### config.mk
export PLATFORM = sky130hd
export DESIGN_NAME = codeword_serializer
export DESIGN_NICKNAME = d
export VERILOG_FILES = /design/src/rtl/transceiver_pkg.sv /design/src/rtl/sync_fifo.sv /design/src/rtl/codeword_serializer.sv
export SDC_FILE = /design/constraint.sdc
export NUM_CORES = 1
export LEC_CHECK = 0
export CAP_MARGIN = 15
export CORE_MARGIN = 2
export CORE_UTILIZATION = 45
export CTS_CLUSTER_SIZE = 20
export DETAILED_ROUTE_END_ITERATION = 8
export GPL_ROUTABILITY_DRIVEN = 0
export PLACE_DENSITY = 0.69
export SLEW_MARGIN = 20
export SYNTH_ARGS = -nofsm -noshare
export SYNTH_HDL_FRONTEND = slang
export SYNTH_HIERARCHICAL = 1
export SYNTH_SLANG_ARGS = --single-unit
### constraint.sdc
create_clock -name clk -period 2 [get_ports clk]
set_input_delay 0.4 -clock clk [delete_from_list [all_inputs] [get_ports clk]]
set_output_delay 0.4 -clock clk [all_outputs]
set_load 0.05 [all_outputs]
### src/rtl/transceiver_pkg.sv
// rtl/transceiver_pkg.sv - shared constants and state type for the transceiver datapath
package transceiver_pkg;

    localparam int CODEWORD_WIDTH             = 12;
    localparam int DEFAULT_SAMPLES_PER_SYMBOL = 256;

    typedef enum logic {
        IDLE  = 1'b0,
        SHIFT = 1'b1
    } ser_state_t;

endpackage

### src/rtl/sync_fifo.sv
// rtl/sync_fifo.sv - synchronous FIFO with extra-bit pointers for full/empty
module sync_fifo #(
    parameter int WIDTH = 12,
    parameter int DEPTH = 4
) (
    input  logic             clk,
    input  logic             arst,
    input  logic             wr_en,
    input  logic [WIDTH-1:0] wr_data,
    input  logic             rd_en,
    output logic [WIDTH-1:0] rd_data,
    output logic             full,
    output logic             empty
);

    localparam int AW = $clog2(DEPTH);

    logic [WIDTH-1:0] mem [DEPTH];
    logic [AW:0]      wr_ptr;
    logic [AW:0]      rd_ptr;
    logic             push;
    logic             pop;

    // Flags come from registered pointers, so a same-cycle pop never frees room for a write.
    assign full    = (wr_ptr[AW] != rd_ptr[AW]) && (wr_ptr[AW-1:0] == rd_ptr[AW-1:0]);
    assign empty   = (wr_ptr == rd_ptr);
    assign push    = wr_en && !full;
    assign pop     = rd_en && !empty;
    assign rd_data = mem[rd_ptr[AW-1:0]];

    always_ff @(posedge clk) begin
        if (arst) begin
            wr_ptr <= '0;
            rd_ptr <= '0;
        end else begin
            if (push) begin
                wr_ptr <= wr_ptr + 1'b1;
            end
            if (pop) begin
                rd_ptr <= rd_ptr + 1'b1;
            end
        end
    end

    always_ff @(posedge clk) begin
        if (push) begin
            mem[wr_ptr[AW-1:0]] <= wr_data;
        end
    end

endmodule

### src/rtl/codeword_serializer.sv
// rtl/codeword_serializer.sv - buffers codewords and shifts them out MSB-first as held symbols
module codeword_serializer
    import transceiver_pkg::*;
#(
    parameter int DATA_WIDTH         = CODEWORD_WIDTH,
    parameter int FIFO_DEPTH         = 4,
    parameter int SAMPLES_PER_SYMBOL = DEFAULT_SAMPLES_PER_SYMBOL
) (
    input  logic                  clk,
    input  logic                  arst,
    input  logic                  dv,
    input  logic [DATA_WIDTH-1:0] data,
    input  logic                  en,
    output logic                  ready,
    output logic                  q,
    output logic                  sym_strobe,
    output logic                  busy,
    output logic                  overflow
);

    localparam int SW = $clog2(SAMPLES_PER_SYMBOL);
    localparam int BW = $clog2(DATA_WIDTH);
    localparam logic [SW-1:0] SAMP_LAST = SW'(SAMPLES_PER_SYMBOL - 1);
    localparam logic [BW-1:0] BIT_LAST  = BW'(DATA_WIDTH - 1);

    ser_state_t            state;
    logic [DATA_WIDTH-1:0] shreg;
    logic [SW-1:0]         samp_cnt;
    logic [BW-1:0]         bit_cnt;
    logic [DATA_WIDTH-1:0] fifo_data;
    logic                  fifo_full;
    logic                  fifo_empty;
    logic                  wrap;
    logic                  last_bit;
    logic                  pop;

    assign wrap     = en && (samp_cnt == SAMP_LAST);
    assign last_bit = (bit_cnt == BIT_LAST);
    // Loading from IDLE ignores en; chaining at the end of a word happens only on the final wrap.
    assign pop      = !fifo_empty && ((state == IDLE) || (wrap && last_bit));
    assign ready    = !fifo_full;

    sync_fifo #(
        .WIDTH(DATA_WIDTH),
        .DEPTH(FIFO_DEPTH)
    ) u_fifo (
        .clk    (clk),
        .arst   (arst),
        .wr_en  (dv),
        .wr_data(data),
        .rd_en  (pop),
        .rd_data(fifo_data),
        .full   (fifo_full),
        .empty  (fifo_empty)
    );

    always_ff @(posedge clk) begin
        if (arst) begin
            state      <= IDLE;
            shreg      <= '0;
            samp_cnt   <= '0;
            bit_cnt    <= '0;
            q          <= 1'b0;
            sym_strobe <= 1'b0;
            busy       <= 1'b0;
            overflow   <= 1'b0;
        end else begin
            overflow   <= dv && fifo_full;
            sym_strobe <= 1'b0;
            case (state)
                IDLE: begin
                    if (!fifo_empty) begin
                        shreg      <= fifo_data;
                        q          <= fifo_data[DATA_WIDTH-1];
                        busy       <= 1'b1;
                        sym_strobe <= 1'b1;
                        samp_cnt   <= '0;
                        bit_cnt    <= '0;
                        state      <= SHIFT;
                    end else begin
                        q    <= 1'b0;
                        busy <= 1'b0;
                    end
                end
                SHIFT: begin
                    if (wrap) begin
                        samp_cnt <= '0;
                        if (!last_bit) begin
                            shreg      <= {shreg[DATA_WIDTH-2:0], 1'b0};
                            q          <= shreg[DATA_WIDTH-2];
                            bit_cnt    <= bit_cnt + 1'b1;
                            sym_strobe <= 1'b1;
                        end else if (!fifo_empty) begin
                            shreg      <= fifo_data;
                            q          <= fifo_data[DATA_WIDTH-1];
                            bit_cnt    <= '0;
                            sym_strobe <= 1'b1;
                        end else begin
                            q     <= 1'b0;
                            busy  <= 1'b0;
                            state <= IDLE;
                        end
                    end else if (en) begin
                        samp_cnt <= samp_cnt + 1'b1;
                    end
                end
                default: state <= IDLE;
            endcase
        end
    end

endmodule

# --- Word level (Yosys, flattened, before mapping) ---
# Memories as Yosys holds them, arrays and structs flattened. A register that Yosys moved wholly into a read port is not among the register bits.
# Cells that the tools add are included.
word_totals:
  regBits: 35
  mem_count: 1
  ramBits: 48
  output_inout_bits: 5
  input_bits: 16
  elab_cells: 68
memory_table:
  columns: ["name", "words", "width", "rd", "rd_clocked_by_memory_dff", "write_ports", "line", "text"]
  rows:
  - ["u_fifo.mem", 4, 12, 1, 1, 1, "sync_fifo.sv:18", "logic [WIDTH-1:0] mem [DEPTH];"]
op_classes:
  eq_ne: 10
  mux: 30
  bitwise: 1
  n_reduce_logical: 12
  addsub: 4
ops:
  columns: ["operator", "n"]
  rows:
  - ["12-bit two-way mux", 3]
  - ["8-bit two-way mux", 3]
  - ["12-bit one-hot mux with 2 select lines", 1]
  - ["8-bit one-hot mux with 2 select lines", 1]
  - ["1-bit two-way mux", 12]
  - ["4-bit two-way mux", 3]
  - ["8-bit by 1-bit adder with 8-bit output, second input constant", 1]
  - ["8-bit equality test, second input constant", 1]
  - ["1-bit one-hot mux with 2 select lines", 4]
  - ["4-bit one-hot mux with 2 select lines", 1]
  - ["1-bit logical AND", 7]
  - ["3-bit by 1-bit adder with 3-bit output, second input constant", 2]
  - ["2-bit by 1-bit != test with 1-bit output, second input constant", 3]
  - ["4-bit by 1-bit adder with 4-bit output, second input constant", 1]
  - ["4-bit equality test, second input constant", 1]
  - ["2-bit two-way mux", 2]
  - ["3-bit equality test", 1]
  - ["3-bit by 2-bit != test with 1-bit output, second input constant", 1]
  - ["3-bit AND reduction", 1]
  - ["2-bit equality test", 1]
  - ["1-bit logical NOT", 2]
  - ["2-bit != test, second input constant", 1]
  - ["2-bit AND reduction", 1]
  - ["1-bit logical OR", 1]
  - ["2 further kinds", 2]

# --- Longest topological paths before layout ---
depth:
  depth_word: 8
  depth_mapped: 11
  depth_no_buf: 8

# --- Hierarchy ---
# The synthesis kept the hierarchy.
modules_own_cells:
  columns: ["module", "seq_area_each_um2", "instances", "cells_per_inst", "area_per_inst_um2"]
  rows:
  - ["sync_fifo", 1601.5, 1, 130, 2302.2]
  - ["codeword_serializer", 560.5, 1, 147, 1342.5]

# --- Worst setup path after synthesis ---
# No wires, ideal clock.
synth_path:
  kind: "register to register"
  start: "register u_fifo.wr_ptr[1]"
  end: "register with a tool-made name"
  path_stages_with_launch: 12
  path_slack_ns: -0.241
  t_required_ns: 1.868
  t_arrival_ns: 2.109
  setup_ns: 0.132
  path_cell_list: "dfxtp_1 > buf_6 > xnor2_1 > nand2_1 > nor2_1 > buf_6 > inv_1 > clkbuf_1 > and3_1 > nor3b_1 > a21oi_1 > o211ai_1"
synth_lines:
  columns: ["element", "line", "text"]
  rows:
  - ["from (decl)", "sync_fifo.sv:19", "logic [AW:0] wr_ptr;"]
  - ["from (signal assigned)", "sync_fifo.sv:37", "wr_ptr <= wr_ptr + 1'b1;"]

# --- Worst setup path after layout ---
layout_path:
  start: "register q"
  end: "output q"
layout_lines:
  columns: ["element", "line", "text"]
  rows:
  - ["from (decl)", "codeword_serializer.sv:15", "output logic q,"]
  - ["from (signal assigned)", "codeword_serializer.sv:74", "q <= fifo_data[DATA_WIDTH-1];"]
  - ["from (signal assigned)", "codeword_serializer.sv:90", "q <= shreg[DATA_WIDTH-2];"]
  - ["from (signal assigned)", "codeword_serializer.sv:95", "q <= fifo_data[DATA_WIDTH-1];"]
# No word-level cell between the ends.

==> metrics.md <==
| Metric | Value |
|---|---|
| Part of the Yosys area used for sequential elements | `0.593` |
| Total placed cells including tap cells | `412` |
| Die Area | `~8800 um2` |
| Initial Util | `0.469` |
| Status | `complete, no violations` |
| Syn Nets | `300` |
| WP buf/inv | `1` |
| Finish-stage setup viols | `0` |
| Total area of sequential cells | `2160 um2` |
| Worst setup EP type | `primary output` |
| CTS tree | `yes` |
| Area occupied by multi-input gates | `approximately 1400 um2` |
| Worst Skew | `0.0109 ns` |
| Largest family of logic cells by synthesized area | `compound AO/OA/AOI/OAI gates` |
| Mean post-synth cell area | `13.2 um2` |
| Yosys top cell by area | `edfxtp_1` |
| Leak | `~1.5 nW` |
| Post-Synth Adder-Cell Area | `0.0240` |
| Crit Reg-Reg Endpoint | `shreg[4]` |
| Slew headroom | `0.672` |
| Clock Tree Buf Depth | `2` |
| Worst-path clk slew | `0.09 ns` |
| Final Cell Area | `~4300 um2` |
| Worst-case reg-to-reg path depth | `7` |
| Worst path cell trace | `clkdlybuf4s50_1` |
| Die Y | `roughly 94 um` |
| Peak VDD IR | `between 0.4 and 0.5 mV` |
| Post-synth cell types | `between 50 and 60` |
| Cell area after synthesis | `3640 um2` |
| Simple-Gate Fraction of Synth Area | `0.109` |
| Initial antenna violation count | `0` |
| Tcrit/Tclk final | `0.948` |
| Crit-path slowest cell | `clkdlybuf4s50_1` |
| Worst Setup Path Type | `flip-flop to primary output` |
| R2R Path Start | `u_fifo/rd_ptr[1]` |
| Synth Area in Compound Gates | `0.135` |
| Register bit count reported by yosys | `84` |
| Layout cells sized above 1 | `0.220` |
| Via Count | `2364` |
| Drc violations | `0` |
| Slowest cell delay on critical path | `0.80 ns` |
| Fmax | `0.527 GHz` |
| Final Hold Vio Count | `0` |
| Final Max Tran Viols | `0` |
| Pin count of the biggest net entering global routing | `19` |
| PortBufs | `20` |
| Drt first-iter violations | `between 100 and 150` |
| Cell Area, Placed | `4130 um2` |
| Synth Flop Type | `edfxtp_1` |
| Post-synth EDFFs | `48` |
| Crit-path max FO | `2` |
| First-pass GRT wire length | `11400 um` |
| Syn Inst Count | `~280` |
| GR Util All Layers | `0.169` |
| Post-Synth XOR/XNOR Area | `0.0288` |
| Most common cell in the synthesized netlist | `edfxtp_1` |
| Net count, final | `345` |
| R2R Setup Slk | `0.19 ns` |
| Post-route ant nets | `0` |
| Cell Pwr Density | `between 1000 and 1500 nW/um2` |
| Finished Layout Cells | `about 430` |
| Syn. warnings | `6` |
| Core area | `between 7000 and 8000 um2` |
| Tmin final | `1.90 ns` |
| Cell family with most CP delay | `buffers and inverters` |
| Final HPWL DP | `4650 um` |
| Mux cell area share after synthesis | `0.0769` |
| Slew @ Worst Pin | `0.491 ns` |
| # hold bufs at CTS | `0` |
| RSZ-0062 raised after global routing | `false` |
| Required time of the critical path | `approximately 1.6 ns` |
| Area growth, synth to finish | `18.7%` |
| Num ports | `21` |
| Top cell type's share of synthesized area | `0.395` |
| Root buffer cell | `clkbuf_8` |
| # rows | `32` |
| CTS H-tree depth | `3` |
| Worst Hold Depth | `1` |
| Hold worst-path end | `shreg[6]` |
| Die width | `94.0 um` |
| Dominant cells by area after synthesis | `edfxtp_1 40%, dfxtp_1 20%, mux4_2 7.4%` |
| GRT overflow | `0` |
| Max Cap Violations | `0` |
| CTS buffer count | `9` |
| Async set-or-reset flop fraction in the synthesized netlist | `0` |
| Vias in the first global route | `2365` |
| WL/cell | `15.5 um` |
| HP Class | `flip-flop to flip-flop` |
| N_diodes | `0` |
| Clock sink count | `84` |
| Final core occ | `0.557` |
| WP data arrival | `1.50 ns` |
| Setup tns final | `0 ns` |
| CP startpoint kind | `flip-flop` |
| Final WL | `6660 um` |
| Fillcell total | `640` |
| Most frequent cells after synthesis | `48 x edfxtp_1, 36 x dfxtp_1, 16 x a31oi_1, 16 x nor2_1, 14 x and3_1` |
| Post-DR vias/cell | `5.51` |
| Drt pass-1 iters | `4` |
| Clk Latency, worst-skew pair | `about 0.35 ns` |
| Hold Startpoint | `shreg[6]` |
==> through the flow <==
stage | hold slack [ns] | setup slack, ns | total power, W
after floorplan | 0.424 | 0.00410 | 0.00338
after global placement | 0.436 | -0.00271 | 0.00385
after detailed placement | 0.441 | -0.0138 | 0.00387
after CTS | 0.466 | 0.0685 | 0.00499
after global routing | 0.479 | 0.00218 | 0.00530
final | 0.464 | 0.103 | 0.00497
==> cell families (layout without fill, tap and decap cells) <==
group	count (synthesis)	count (layout)
AOI/OAI and AO/OA	67	67
xor gates and xnor gates	12	12
adders and majority gates	7	7
buffers and inverters	22	72
DFF	84	84
muxes	13	13
and+or+nand+nor	72	72
==> cells in the final DEF (no fill, tap or decap), drive strengths merged, types with 9 or more instances in the layout <==
cell	count
clkdlybuf4s50	19
nor2	17
edfxtp	48
o2bb2ai	10
and3	14
a21oi	10
inv	11
clkbuf	9
buf	30
mux4	12
dfxtp	36
a31oi	16
==> how the worst max path moves through the flow <==
stage | to | slack, ns | from | cells after the start
floorplan | flip-flop | 0.004 | u_fifo/wr_ptr[0] | 10
global placement | flip-flop | -0.003 | en | 7
detailed placement | u_fifo/rd_ptr[0] | -0.01 | en | 7
CTS | shreg[4] | 0.07 | u_fifo/rd_ptr[1] | 7
global route | u_fifo/rd_ptr[0] | 0.002 | samp_cnt[0] | 7
finish | q | 0.10 | q | 1
==> what timing repair did <==
action	in CTS	in global routing
setup endpoints to repair	0	20
buffers inserted	0	1
resized for setup	0	4
==> power breakdown <==
part	switching, W	internal (W)
Clock	0.000642	0.000471
Combinational	0.000901	0.000717
Sequential	0.000141	0.00210
==> area by class of cell <==
cell class	instances	share of cell area
clock inverter	7	0.0133
clock buffer	9	0.0286
inverter	7	0.00607
tap	102	0.0295
timing repair buffer	49	0.0989
sequential	84	0.500
multi-input combinational	171	0.324
==> metal layers <==
metal,GRT usage,share of wire
met5,0,0
met4,0.0543,0.013
met3,0.0474,0.027
met2,0.268,0.48
met1,0.225,0.48
==> registers in the layout, indices dropped and copies added, names as in the netlist, named ones only <==
register       flops
sym_strobe         1
busy               1
u_fifo/mem        48
overflow           1
state              1
u_fifo/rd_ptr      3
u_fifo/wr_ptr      3
samp_cnt           8
bit_cnt            4
q                  1
shreg             11
Power figures use the tool's default switching activity.
